--- src/rtl/wb_regfile.sv ---
// Write-back stage register file: 16 x 32-bit registers, write-through
// bypass on both read ports, registered write-back echo and retired count.
module wb_regfile (
    input  logic        Clk,
    input  logic        Reset,
    input  logic        In_Valid,
    input  logic [31:0] Instruction,
    input  logic [31:0] PC_Current,
    input  logic [31:0] Alu_Result,
    input  logic [31:0] Ld_Result,
    input  logic        IsLd,
    input  logic        IsCall,
    input  logic        IsWb,
    input  logic [3:0]  Rd_Addr1,
    input  logic [3:0]  Rd_Addr2,
    output logic [31:0] Rd_Data1,
    output logic [31:0] Rd_Data2,
    output logic        Wb_En,
    output logic [3:0]  Wb_Addr,
    output logic [31:0] Wb_Data,
    output logic [31:0] Retired_Count
);

    logic [31:0] r_regs [16];
    logic        r_wb_en;
    logic [3:0]  r_wb_addr;
    logic [31:0] r_wb_data;
    logic [31:0] r_retired;

    logic        w_wr_en;
    logic [3:0]  w_dest;
    logic [31:0] w_wdata;
    logic [31:0] w_ret_addr;
    logic        w_byp1;
    logic        w_byp2;

    // Reset kills the strobe, so a write and its bypass vanish together.
    assign w_wr_en    = In_Valid & IsWb & ~Reset;
    assign w_ret_addr = PC_Current + 32'd4;
    assign w_dest     = IsCall ? 4'd15 : Instruction[25:22];

    // Write-data select: a call always links, even if IsLd is also set.
    always_comb begin
        w_wdata = Alu_Result;
        if (IsCall)
            w_wdata = w_ret_addr;
        else if (IsLd)
            w_wdata = Ld_Result;
    end

    assign w_byp1 = w_wr_en && (Rd_Addr1 == w_dest);
    assign w_byp2 = w_wr_en && (Rd_Addr2 == w_dest);

    assign Rd_Data1 = w_byp1 ? w_wdata : r_regs[Rd_Addr1];
    assign Rd_Data2 = w_byp2 ? w_wdata : r_regs[Rd_Addr2];

    assign Wb_En         = r_wb_en;
    assign Wb_Addr       = r_wb_addr;
    assign Wb_Data       = r_wb_data;
    assign Retired_Count = r_retired;

    // Register array update; only the destination changes on a strobe.
    always_ff @(posedge Clk) begin
        if (Reset) begin
            for (int i = 0; i < 16; i++)
                r_regs[i] <= 32'd0;
        end else if (w_wr_en) begin
            r_regs[w_dest] <= w_wdata;
        end
    end

    // Write-back echo; address and data hold when no write retires.
    always_ff @(posedge Clk) begin
        if (Reset) begin
            r_wb_en   <= 1'b0;
            r_wb_addr <= 4'd0;
            r_wb_data <= 32'd0;
        end else begin
            r_wb_en <= w_wr_en;
            if (w_wr_en) begin
                r_wb_addr <= w_dest;
                r_wb_data <= w_wdata;
            end
        end
    end

    // Saturating count of every valid instruction consumed.
    always_ff @(posedge Clk) begin
        if (Reset)
            r_retired <= 32'd0;
        else if (In_Valid && (r_retired != 32'hFFFF_FFFF))
            r_retired <= r_retired + 32'd1;
    end

endmodule

--- config.mk ---
export PLATFORM = sky130hd
export DESIGN_NAME = wb_regfile
export DESIGN_NICKNAME = d
export VERILOG_FILES = /design/src/rtl/wb_regfile.sv
export SDC_FILE = /design/constraint.sdc
export NUM_CORES = 1
export LEC_CHECK = 0
export CAP_MARGIN = 0
export CORE_ASPECT_RATIO = 2
export CORE_MARGIN = 3
export CORE_UTILIZATION = 38
export DETAILED_ROUTE_END_ITERATION = 6
export PLACE_DENSITY = 0.6
export SLEW_MARGIN = 30
export SYNTH_ARGS = -nofsm -noshare
export SYNTH_HDL_FRONTEND = slang
export SYNTH_SLANG_ARGS = --single-unit
export TNS_END_PERCENT = 10
--- constraint.sdc ---
create_clock -name Clk -period 6.15 [get_ports Clk]
set_input_delay 1.5375 -clock Clk [delete_from_list [all_inputs] [get_ports Clk]]
set_output_delay 1.5375 -clock Clk [all_outputs]
set_load 0.02 [all_outputs]
# Word-level counts from Yosys, hierarchy flattened
# Memories as Yosys holds them, arrays and structs flattened.
# Cells that the tools add are included.
[totals] n_memories=1 register_bits=69 in_bits=142 wordCells=30 mem_bits_rw=512 out_inout_bits=133
[classes] n_mux=13 addsub=2 eq_ne=3 bitwise=3 reduce_logical=4
[memory_table] memory="r_regs" words=16 word_bits=32 read_ports=2 rd_ports_with_merged_regs=0 write_ports=16 line="24" rtl="logic [31:0] r_regs [16];"
[op_table] operator="$mux 32" count=5
[op_table] operator="$add 32x1->32 const B" count=1
[op_table] operator="$add 32x3->32 const B" count=1
[op_table] operator="$ne 32x32->1 const B" count=1
[op_table] operator="$reduce_or 32->1" count=1
[op_table] operator="$eq 4x4->1" count=2
[op_table] operator="$mux 4" count=2
[op_table] operator="$mux 1" count=6
[op_table] operator="$logic_and 1x1->1" count=3
[op_table] operator="$and 1x1->1" count=2
[op_table] operator="$not 1->1" count=1

# Longest topological paths before layout
[depth] word_depth=7 depth_mapped=10 depth_no_buf=7

# Worst setup path before layout
# OpenSTA, ideal clock, no wires.
[synth_timing] kind="input -> output" startpoint="input Rd_Addr1[0]" endpoint="output Rd_Data1[10]" stages=7 arrival_ns=3.518 slack_ns=1.094 required_time_ns=4.612 n_path_buf=4 path_cell_list="buf_2 > buf_2 > buf_2 > a31oi_1 > a2111oi_4 > buf_2 > mux2i_1"
[synth_between] elab_chain_len=3 word_cells_on_any_way=4 cone_classes="1 x eq/ne; 1 x mux; 1 x reduce/logical; 1 x memory"
[synth_rtl] element="from (decl)" line="14" rtl="input logic [3:0] Rd_Addr1,"
[synth_rtl] element="branches (longest 2 deep; another with $mem_v2 16x32)"
[synth_rtl] element="$mux 32 *" line="54" rtl="assign Rd_Data1 = w_byp1 ? w_wdata : r_regs[Rd_Addr1];"
[synth_rtl] element="to (decl)" line="16" rtl="output logic [31:0] Rd_Data1,"
# Mark *: on every way between the ends.

# Worst setup path in the final report
[layout_timing] startpoint="input PC_Current[8]" endpoint="output Rd_Data1[31]"
[layout_between] elab_chain_len=3
[layout_rtl] element="from (decl)" line="8" rtl="input logic [31:0] PC_Current,"
[layout_rtl] element="$add 32x3->32" line="39" rtl="assign w_ret_addr = PC_Current + 32'd4;"
[layout_rtl] element="$mux 32" line="45" rtl="if (IsCall)"
[layout_rtl] element="$mux 32" line="54"
# No other way between the ends.

==> results.json <==
{
  "globalRouteOverflowTotal": 0,
  "die_height_um": 411,
  "routed_wire_length_per_instance_um": 32.1,
  "worstMarginPinSlew_ns": 0.922,
  "synth_top_cell_by_area": "sky130_fd_sc_hd__edfxtp_1",
  "cts_sinks": 581,
  "syn_nets": 2455,
  "post-synth-top-area-fraction": 0.494,
  "grt_antenna_before_repair": 4,
  "initial_utilization": 0.385,
  "post_synth.cell_area_avg_um2": 13.5,
  "placeable_core_area_um2": 80700,
  "num_vias": 22685,
  "pwr_density_cell_nw_per_um2": 256,
  "drcViolationCount": 0,
  "timing.final.ws_setup_ns": 0.0720,
  "nets": 2703,
  "layout.cell_area.non_filler_um2": 37000,
  "hold_depth": 2,
  "tritoncts": "yes",
  "critical_path_class": "primary input to output port",
  "post-dp-hpwl_mm": 78.0,
  "startpoint_type": "primary input",
  "worst_slew_margin_rel": 0.383,
  "dr.first_iter.drc_count": 2540,
  "number_of_enable_type_register_cells_in_the_synthesized_netlist": 512,
  "setup_total_negative_slack_ns": 0,
  "yosysUniqueCellTypes": 65,
  "layout-drive-gt1-share": 0.253,
  "ys_seq_area_frac": 0.539,
  "synth_top_cells_by_area": "sky130_fd_sc_hd__edfxtp_1, sky130_fd_sc_hd__mux4_2, sky130_fd_sc_hd__nor2_1",
  "ff2ff_path_depth": 5,
  "preCtsSetupSlack_ns": 0.0107,
  "layout_worst_path_cycle_share": 0.988,
  "clk_root_buffer_cell": "sky130_fd_sc_hd__clkbuf_16",
  "drt_first_pass_iters": 5,
  "row_count": 147,
  "synth_async_sr_flop_share": 0,
  "clock_latency_ns": 0.60,
  "cts_buffers": 51,
  "ys_ff_latch": 581,
  "cp_data_required_time_ns": 4.61,
  "ctsLongestPathBuffers": 3,
  "worst_ir_drop_vdd_v": 0.000193,
  "setup_violations": 0,
  "routed_via_density": 6.22,
  "die_width_um": 208,
  "timing_hold_violations_final": 0,
  "first_pass_grt_wire_length_mm": 165,
  "leakagePower_nw": 13.1,
  "timing.hold.ws_ns": 0.458,
  "path_max_fanout": 23,
  "quantity_of_hold_fixing_buffers_added_after_cts": 0,
  "route.antenna.remaining_nets": 0,
  "fmaxAchievable_mhz": 165,
  "synth_cells": 2311,
  "dominantRegCellSynth": "sky130_fd_sc_hd__edfxtp_1",
  "max-cap-violations": 0,
  "detailed_place.area_um2": 35400,
  "postLayoutCoreUtil": 0.459,
  "drv_slew": 0,
  "synth.yosys.warnings": 0,
  "die_area_um2": 85500,
  "syn2layout_area_growth_pct": 19.1,
  "worst_ep_arrival_time_ns": 4.54,
  "post_synth_instance_area_um2": 31100,
  "grt_pass1_vias": 23756,
  "io_buffers": 246,
  "max_clock_skew_ns": 0.0121,
  "status": "finished, final reports clean",
  "grt_max_degree": 54,
  "routabilityCongestion": 0.883,
  "grt_usage": 0.268,
  "wl_mm": 117,
  "htreeDepth": 2,
  "hp-class": "flop to flop",
  "worstSetupEndpointType": "output port",
  "clk_pin_slew_worst_paths_ns": 0.06,
  "post-route-min-period_ns": 6.08,
  "io_pins": 275
}
registers in the layout, indices dropped and copies added, names as in the netlist:
signal,cells
r_regs,512
Retired_Count,32
Wb_Data,32
Wb_Addr,4
Wb_En,1
per-stage QoR:
stage               total power, W  cells
finish                     0.00948   3645
global route               0.00972   3643
CTS                        0.00952   3643
detailed placement         0.00633   3549
global placement           0.00628   3549
floorplan                  0.00556   2311
cell usage after synthesis, drive strengths merged (7+ instances only):
library cell  number
a22oi             10
xnor2             12
dfxtp             69
a211oi            10
nand3             50
a21oi             43
o311ai             7
and4               9
edfxtp           512
or3               13
o21ai             29
a31oi             11
nand2             79
inv               76
nor3               8
nor2b             14
or4               21
mux2i            104
buf               66
nand4             22
clkbuf           146
mux2              23
and3              12
nor4               9
o31ai             20
nor2             570
mux4             302
worst max-delay path, cell delays in order:
cell and delay [ns]:
sky130_fd_sc_hd__clkdlybuf4s50_1 0.52, sky130_fd_sc_hd__nand4_2 0.23, sky130_fd_sc_hd__or3_1 0.47, sky130_fd_sc_hd__buf_12 0.18
sky130_fd_sc_hd__or4_1 0.53, sky130_fd_sc_hd__nand3_2 0.22, sky130_fd_sc_hd__mux2i_1 0.13, sky130_fd_sc_hd__buf_4 0.17
sky130_fd_sc_hd__clkdlybuf4s50_1 0.54
cells in the final DEF (no fill, tap or decap), types with 9 or more instances in the layout:
cell type / Yosys / layout
sky130_fd_sc_hd__clkbuf_16: 0 / 53
sky130_fd_sc_hd__clkinv_1: 0 / 9
sky130_fd_sc_hd__a31oi_1: 11 / 11
sky130_fd_sc_hd__clkbuf_1: 146 / 12
sky130_fd_sc_hd__buf_4: 4 / 167
sky130_fd_sc_hd__buf_12: 0 / 17
sky130_fd_sc_hd__or4_1: 20 / 19
sky130_fd_sc_hd__nor2_1: 570 / 570
sky130_fd_sc_hd__clkinv_2: 0 / 9
sky130_fd_sc_hd__and4_1: 9 / 9
sky130_fd_sc_hd__nand3_1: 47 / 43
sky130_fd_sc_hd__nand4_1: 20 / 20
sky130_fd_sc_hd__a22oi_1: 10 / 10
sky130_fd_sc_hd__nand2_1: 79 / 62
sky130_fd_sc_hd__nand2_2: 0 / 16
sky130_fd_sc_hd__xnor2_1: 12 / 12
sky130_fd_sc_hd__clkdlybuf4s50_1: 0 / 214
sky130_fd_sc_hd__and3_1: 12 / 12
sky130_fd_sc_hd__a211oi_1: 10 / 10
sky130_fd_sc_hd__nor2b_1: 14 / 14
sky130_fd_sc_hd__mux2i_1: 104 / 100
sky130_fd_sc_hd__or3_1: 13 / 13
sky130_fd_sc_hd__o21ai_0: 27 / 27
sky130_fd_sc_hd__mux2_2: 23 / 23
sky130_fd_sc_hd__edfxtp_1: 512 / 512
sky130_fd_sc_hd__dfxtp_1: 69 / 69
sky130_fd_sc_hd__a21oi_1: 43 / 36
sky130_fd_sc_hd__mux4_2: 302 / 302
sky130_fd_sc_hd__inv_1: 75 / 73
sky130_fd_sc_hd__o31ai_1: 12 / 12
worst paths after layout:
check / from / end / slack, ns
worst max register to register: Retired_Count[15] / Retired_Count[27] / 3.36
worst max-delay path: PC_Current[8] / Rd_Data1[31] / 0.07
worst min-delay path: Wb_Data[30] / Wb_Data[30] / 0.46
worst min register to register: Wb_Data[30] / Wb_Data[30] / 0.46
logic make-up after synthesis:
kind of cell | synth area share
adder cells (fa/ha/maj) | 0.000804
multiplexers | 0.260
AND/OR/NAND/NOR | 0.115
flip-flops | 0.539
buffers and inverters | 0.0393
AO/OA/AOI/OAI | 0.0407
XOR/XNOR | 0.00479
area by class of cell:
cell class,count,area [um^2]
clock inverter,26,206
clock buffer,68,1410
tap,1043,1310
timing repair buffer,407,3800
inverter,76,285
sequential,581,16800
multi-input combinational,1442,13300
fill,7146,43700
antenna,2,5.00
per-layer routing:
metal / track usage / vias to the layer above / part of all wire
met2: 0.495 / 1355 / 0.54
li1: - / 9284 / -
met5: 0 / - / 0.000077
met4: 0.159 / 2 / 0.069
met1: 0.284 / 11683 / 0.32
met3: 0.0436 / 361 / 0.078
power breakdown:
part / internal, W / leakage [nW] / total, W / switching (W)
clock: 0.00174 / 0.789 / 0.00325 / 0.00150
sequential: 0.00449 / 5.43 / 0.00459 / 0.000108
combinational: 0.000728 / 6.87 / 0.00164 / 0.000915
total: 0.00695 / 13.1 / 0.00948 / 0.00253
timing repair:
item,CTS,global route
resized for setup,0,2
setup buffers,0,0
endpoints found under the setup margin,0,3
(Power assumes the default switching activity.)
==> edit 1: new RTL, config.mk and constraints unchanged <==
Put a register stage on the outputs `Rd_Data1` and `Rd_Data2`, cleared by the reset. The values now appear one clock later. The other outputs are not delayed to match.
--- a/src/rtl/wb_regfile.sv
+++ b/src/rtl/wb_regfile.sv
@@ -53,4 +53,11 @@
 
-    assign Rd_Data1 = w_byp1 ? w_wdata : r_regs[Rd_Addr1];
-    assign Rd_Data2 = w_byp2 ? w_wdata : r_regs[Rd_Addr2];
+    always_ff @(posedge Clk) begin
+        if (Reset) begin
+            Rd_Data1 <= '0;
+            Rd_Data2 <= '0;
+        end else begin
+            Rd_Data1 <= w_byp1 ? w_wdata : r_regs[Rd_Addr1];
+            Rd_Data2 <= w_byp2 ? w_wdata : r_regs[Rd_Addr2];
+        end
+    end
 
Function: changed (a bounded check fails within 4 cycles, from zero or initial values and one cycle with Reset high).
==> edit 1 against the unedited design <==
Count of clock-buffer cells in the layout grew 2; synthesized area up 2.2%; clock power is 13% higher; maximum frequency up 40%; routed wire length shrank 2.8%; cell count is 0.91% higher; synthesized cell count grew 3.2%; total power grew 7.7%; sequential power is 10% higher; sequential share of layout area is 2.5 points higher; worst setup slack improved by 1.8 ns; worst hold slack improved by 0.0015 ns; sequential cell count grew 64; cell area up 1.9%.
==> edit 1: results (changes against the unedited design) <==
----------------------------------------------------
[Outcome]
  Outcome ... completed

[CTS]
  Total CTS buffers ... 54 (+5.9%)

[Setup path]
  Signal arrival time at the worst endpoint ... 4.67 ns (+0.13 ns)
  Cell at the slowest stage of the critical path ... sky130_fd_sc_hd__nor3_1
  Reg-to-Reg Start ... Retired_Count[8]
  Maximum fanout count along the critical path ... 16 (-30%)
  Flop2flop setup slack ... 3.48 ns (+0.12 ns)
  Worst-case reg-to-reg path depth ... 7 (+2)

[GRT]
  Wire length of the first global-routing pass ... 161 mm (-2.5%)
  GRT Total Usage ... 25.4% (-1.4 points)
  Number of global-route vias before repair ... 24,300 (+2.2%)
  Largest net degree at the start of global routing ... 71 (+31%)
  Initial antenna violation count ... 2 (-2)

[Logic synthesis]
  Seq/Total Area, Yosys ... 56.7% (+2.9 points)
  Post-synthesis cell type count ... 60 (-7.7%)
  Mapped Nets ... 2,528 (+3.0%)
  Cells taking the most area after synthesis ... sky130_fd_sc_hd__edfxtp_1 (48%), sky130_fd_sc_hd__mux4_2 (19%), sky130_fd_sc_hd__dfxtp_1 (8.4%), sky130_fd_sc_hd__nor2_1 (7.4%), sky130_fd_sc_hd__mux2_2 (1.9%)
  Ranking of synthesized cells by instance count ... sky130_fd_sc_hd__nor2_1 (623), sky130_fd_sc_hd__edfxtp_1 (512), sky130_fd_sc_hd__mux4_2 (268)

[Cells and area]
  Share of cells above drive strength 1 ... 22.1% (-3.2 points)
  Final layout net count ... 2,718 (+0.55%)

[Detailed routing]
  Number of DRC markers in iteration 0 ... 2,495 (-1.8%)
  Total vias in the final route ... 22,800 (+0.53%)
  Final routed wire length divided by cell count ... 30.9 µm (-3.7%)

[Placed design]
  Half-perimeter wire length after placement ... 70.9 mm (-9.1%)
  Placement Setup Slack ... 1.34 ns (+1.33 ns)

[Pwr]
  Leak pwr ... 12.6 nW (-4.1%)

[Timing]
  Transition time at the pin with the least slew margin ... 1.05 ns (+0.126 ns)

[Worst hold path]
  Hold worst-path end ... Wb_Addr[3]

----------------------------------------------------
-- edit 1: changes by cell type in the layout (fill, tap and decap cells not counted), sizes merged, moves of 34 or more --
cell,unedited run,this run
a221oi,0,50
mux2i,104,31
mux4,302,268
a22o,0,50
inv,76,17
buf,191,103
dfxtp,69,133
nor2,570,624
-- edit 1: how the worst max path moves through the flow --
stage                   from  slack [ns]        endpoint  depth (start not counted)
2_1_floorplan       In_Valid        2.04    r_regs[6][0]                          7
6_report       PC_Current[4]        1.82   r_regs[6][19]                          7
3_3_place_gp   PC_Current[5]        1.39  r_regs[12][19]                          7
4_1_cts        PC_Current[5]        2.00  r_regs[13][19]                          7
5_1_grt        PC_Current[4]        1.84   r_regs[9][19]                          7
3_5_place_dp   PC_Current[5]        1.34  r_regs[13][19]                          7
-- edit 1: cells by family after synthesis --
| group | after synthesis | share of synthesized area (%) |
|---|---|---|
| compound gates | 227 | 5.33 |
| fa+ha+maj | 2 | 0.0787 |
| flops | 645 | 56.7 |
| xor+xnor | 43 | 1.18 |
| simple gates | 886 | 11.9 |
| mux | 354 | 21.9 |
| buf+inv | 227 | 2.87 |
-- edit 1: power breakdown --
| group | switching (W) | internal, W |
|---|---|---|
| registers | 0.000118 | 0.00494 |
| clock network | 0.00166 | 0.00203 |
| logic | 0.000812 | 0.000655 |
-- edit 1: layout make-up --
type | instances | area [µm²]
Antenna cell | 1 | 2.50
Clock buffer | 70 | 1610
Clock inverter | 32 | 272
Fill cell | 7412 | 45000
Inverter | 18 | 67.6
Multi-Input combinational cell | 1512 | 13000
Sequential cell | 645 | 18000
Tap cell | 1057 | 1320
Timing Repair Buffer | 343 | 3420
-- edit 1: tightest hold or removal path: cells and delay by family (launching register included) --
| family | cells | cell delay [ns] |
|---|---|---|
| compound gates | 1 | 0.06 |
| flops | 1 | 0.33 |
| simple gates | 1 | 0.04 |
-- edit 1: layer usage --
layer	up-vias	part of all wire (%)	GRT usage, %
li1	9384	-	-
met4	0	8.5	18.3
met2	1339	52	46.0
met3	422	8.2	3.93
met5	-	0	0
met1	11700	31	26.2
-- edit 1: stage by stage --
step	hold slack (ns)	std cells	utilization (%)	power, W	cell area (µm²)
2_1_floorplan	0.536	2384	-	0.00596	31800
3_3_place_gp	0.437	3572	43.2	0.00656	35800
3_5_place_dp	0.446	3575	43.3	0.00661	35900
4_1_cts	0.462	3677	45.6	0.0102	37700
5_1_grt	0.485	3678	45.6	0.0105	37700
6_report	0.460	3678	45.6	0.0102	37700
==> edit 2: new RTL, config.mk and constraints unchanged <==
Made on the original files. Register the input `PC_Current` before use. The logic sees it one clock later. The other inputs are not delayed to match.
--- a/src/rtl/wb_regfile.sv
+++ b/src/rtl/wb_regfile.sv
@@ -23,2 +23,8 @@
 
+    logic [31:0] PC_Current_q;
+
+    always_ff @(posedge Clk) begin
+        PC_Current_q <= PC_Current;
+    end
+
     logic [31:0] r_regs [16];
@@ -38,3 +44,3 @@
     assign w_wr_en    = In_Valid & IsWb & ~Reset;
-    assign w_ret_addr = PC_Current + 32'd4;
+    assign w_ret_addr = PC_Current_q + 32'd4;
     assign w_dest     = IsCall ? 4'd15 : Instruction[25:22];
Formal check against the unedited RTL: not equivalent (a bounded check fails within 4 cycles, from zero or initial values and one cycle with Reset high).
==> edit 2 against the unedited design <==
Clock skew up 0.015 ns; cell area increased by 0.11%; synthesized area hardly changed; worst setup slack better by 0.085 ns; cell count hardly changed; total power is 1.5% lower; sequential cell count increased by 32; maximum frequency rose by 1.4%; routed wire length shrank 7.3%; critical endpoint is now Rd_Data1[26]; largest power group unchanged.
==> edit 2: results (changes against the unedited design) <==
----------------------------------------------------
[Outcome]
  Outcome ... completed

[Timing]
  Relative slew margins ... 31.6% (-6.7 points)
  Clock skew after layout ... 0.0273 ns (+0.0152 ns)
  Setup slack of the critical path after layout ... 0.157 ns (+0.0854 ns)
  Worst hold slack after final layout ... 0.494 ns (+0.0356 ns)

[Detailed routing]
  Routed Wire Length ... 108 mm (-7.3%)
  Post-Route M1 WL ... 35.8 mm (-3.3%)
  DR WL met3 ... 9.85 mm (+8.4%)
  Number of vias per cell after detailed routing ... 6.02 (-3.3%)
  Pre-antenna DRT Iters ... 7 (+2)
  Number of DRC markers in iteration 0 ... 2,388 (-6.0%)

[GRT]
  Largest net degree at the start of global routing ... 85 (+57%)
  M3 GR Usage ... 5.22% (+0.87 points)
  Number of global-route vias before repair ... 23,200 (-2.3%)
  Wire length of the first global-routing pass ... 156 mm (-5.8%)
  GR met1 Demand/Resource ... 27.9% (-0.45 points)
  Initial antenna violation count ... 3 (-1)
  GR met2 Demand/Resource ... 44.8% (-4.8 points)
  GRT Total Usage ... 24.9% (-1.8 points)

[Logic synthesis]
  Mapped Nets ... 2,469 (+0.57%)
  Post-Synthesis Cells ... 2,325 (+0.61%)
  Post-synthesis cell type count ... 59 (-9.2%)
  Ranking of synthesized cells by instance count ... sky130_fd_sc_hd__nor2_1 (605), sky130_fd_sc_hd__edfxtp_1 (512), sky130_fd_sc_hd__mux4_2 (306)
  Seq/Total Area, Yosys ... 55.9% (+2.1 points)
  Cells taking the most area after synthesis ... sky130_fd_sc_hd__edfxtp_1 (49%), sky130_fd_sc_hd__mux4_2 (22%), sky130_fd_sc_hd__nor2_1 (7.3%), sky130_fd_sc_hd__dfxtp_1 (6.5%), sky130_fd_sc_hd__clkbuf_1 (1.9%)

[Setup path]
  Flop2flop setup slack ... 2.95 ns (-0.41 ns)
  Critical Path Max Stage Delay ... 0.60 ns (+0.06 ns)
  Delay-heaviest family, CP ... buffers and inverters
  Signal arrival time at the worst endpoint ... 4.46 ns (-0.08 ns)

[Placed design]
  Placement Setup Slack ... -0.00749 ns (-0.0182 ns)
  Instance count after placement with tap cells included ... 3,545 (-0.11%)
  Final estimated routing congestion in global placement ... 0.900 (+2.0%)
  Half-perimeter wire length after placement ... 71.3 mm (-8.6%)

[Pwr]
  Leak pwr ... 13.4 nW (+2.6%)
  Peak supply drop ... 259 µV (+34%)

[CTS]
  Resize count post-CTS ... 1 (+1)
  Clock-pin slew on the worst setup and hold paths ... 0.07 ns
  Total CTS buffers ... 53 (+3.9%)
  Number of buffers inserted by post-CTS setup repair ... 0 (unchanged)
  Maximum level of the CTS H-tree ... 2 (unchanged)

[Cells and area]
  Share of cells above drive strength 1 ... 23.4% (-1.8 points)
  Fillcell total ... 7,045 (-1.4%)
  Final layout net count ... 2,701 (-0.074%)
  Layout Cells excl Fill ... 3,644 (-0.027%)

----------------------------------------------------
[edit 2: cell count changes in the layout (fill, tap and decap cells not counted), sizes merged, moves of 35 or more]
cell / before / now
mux2i: 104 / 34
nand2: 79 / 119
o21ai: 29 / 86
inv: 76 / 18
buf: 191 / 152
nor2: 570 / 605
[edit 2: layout make-up]
| class | instances | area share [%] |
|---|---|---|
| Tap cell | 1043 | 3.52 |
| Multi-Input combinational cell | 1486 | 34.9 |
| Clock inverter | 32 | 0.651 |
| Antenna cell | 1 | 0.00675 |
| Clock buffer | 66 | 3.79 |
| Sequential cell | 613 | 46.9 |
| Inverter | 16 | 0.162 |
| Timing Repair Buffer | 387 | 10.0 |
[edit 2: per-stage QoR]
| step | setup TNS, ns | cell area, µm² |
|---|---|---|
| detailed placement | -0.00805 | 35400 |
| finish | 0 | 37100 |
| CTS | 0 | 37100 |
| floorplan | 0 | 31100 |
| global route | 0 | 37100 |
| global placement | -0.128 | 35400 |
[edit 2: worst paths after layout]
check / to / startpoint / cells after the start
worst max-delay path: Rd_Data1[26] / Instruction[24] / 9
worst min-delay path: Wb_Data[11] / Wb_Data[11] / 2
worst min register to register: Wb_Data[11] / Wb_Data[11] / 2
worst max register to register: r_regs[1][15] / PC_Current_q[7] / 7
[edit 2: report_power, final]
part,switching [W],internal [W]
Clock,0.00158,0.00175
Sequential,0.0000729,0.00461
Combinational,0.000751,0.000570
Total,0.00241,0.00693
[edit 2: logic make-up (layout without fill, tap and decap cells)]
logic type               after synthesis  count (layout)  synth area share, %
AO/OA/AOI/OAI                        186             186                 3.54
XOR/XNOR                              43              43                 1.21
adder cells (fa/ha/maj)                2               2               0.0804
buffers and inverters                226             501                 2.92
flip-flops                           613             613                 55.9
multiplexers                         365             365                 24.2
other                                  0               1                    0
AND/OR/NAND/NOR                      890             890                 12.2
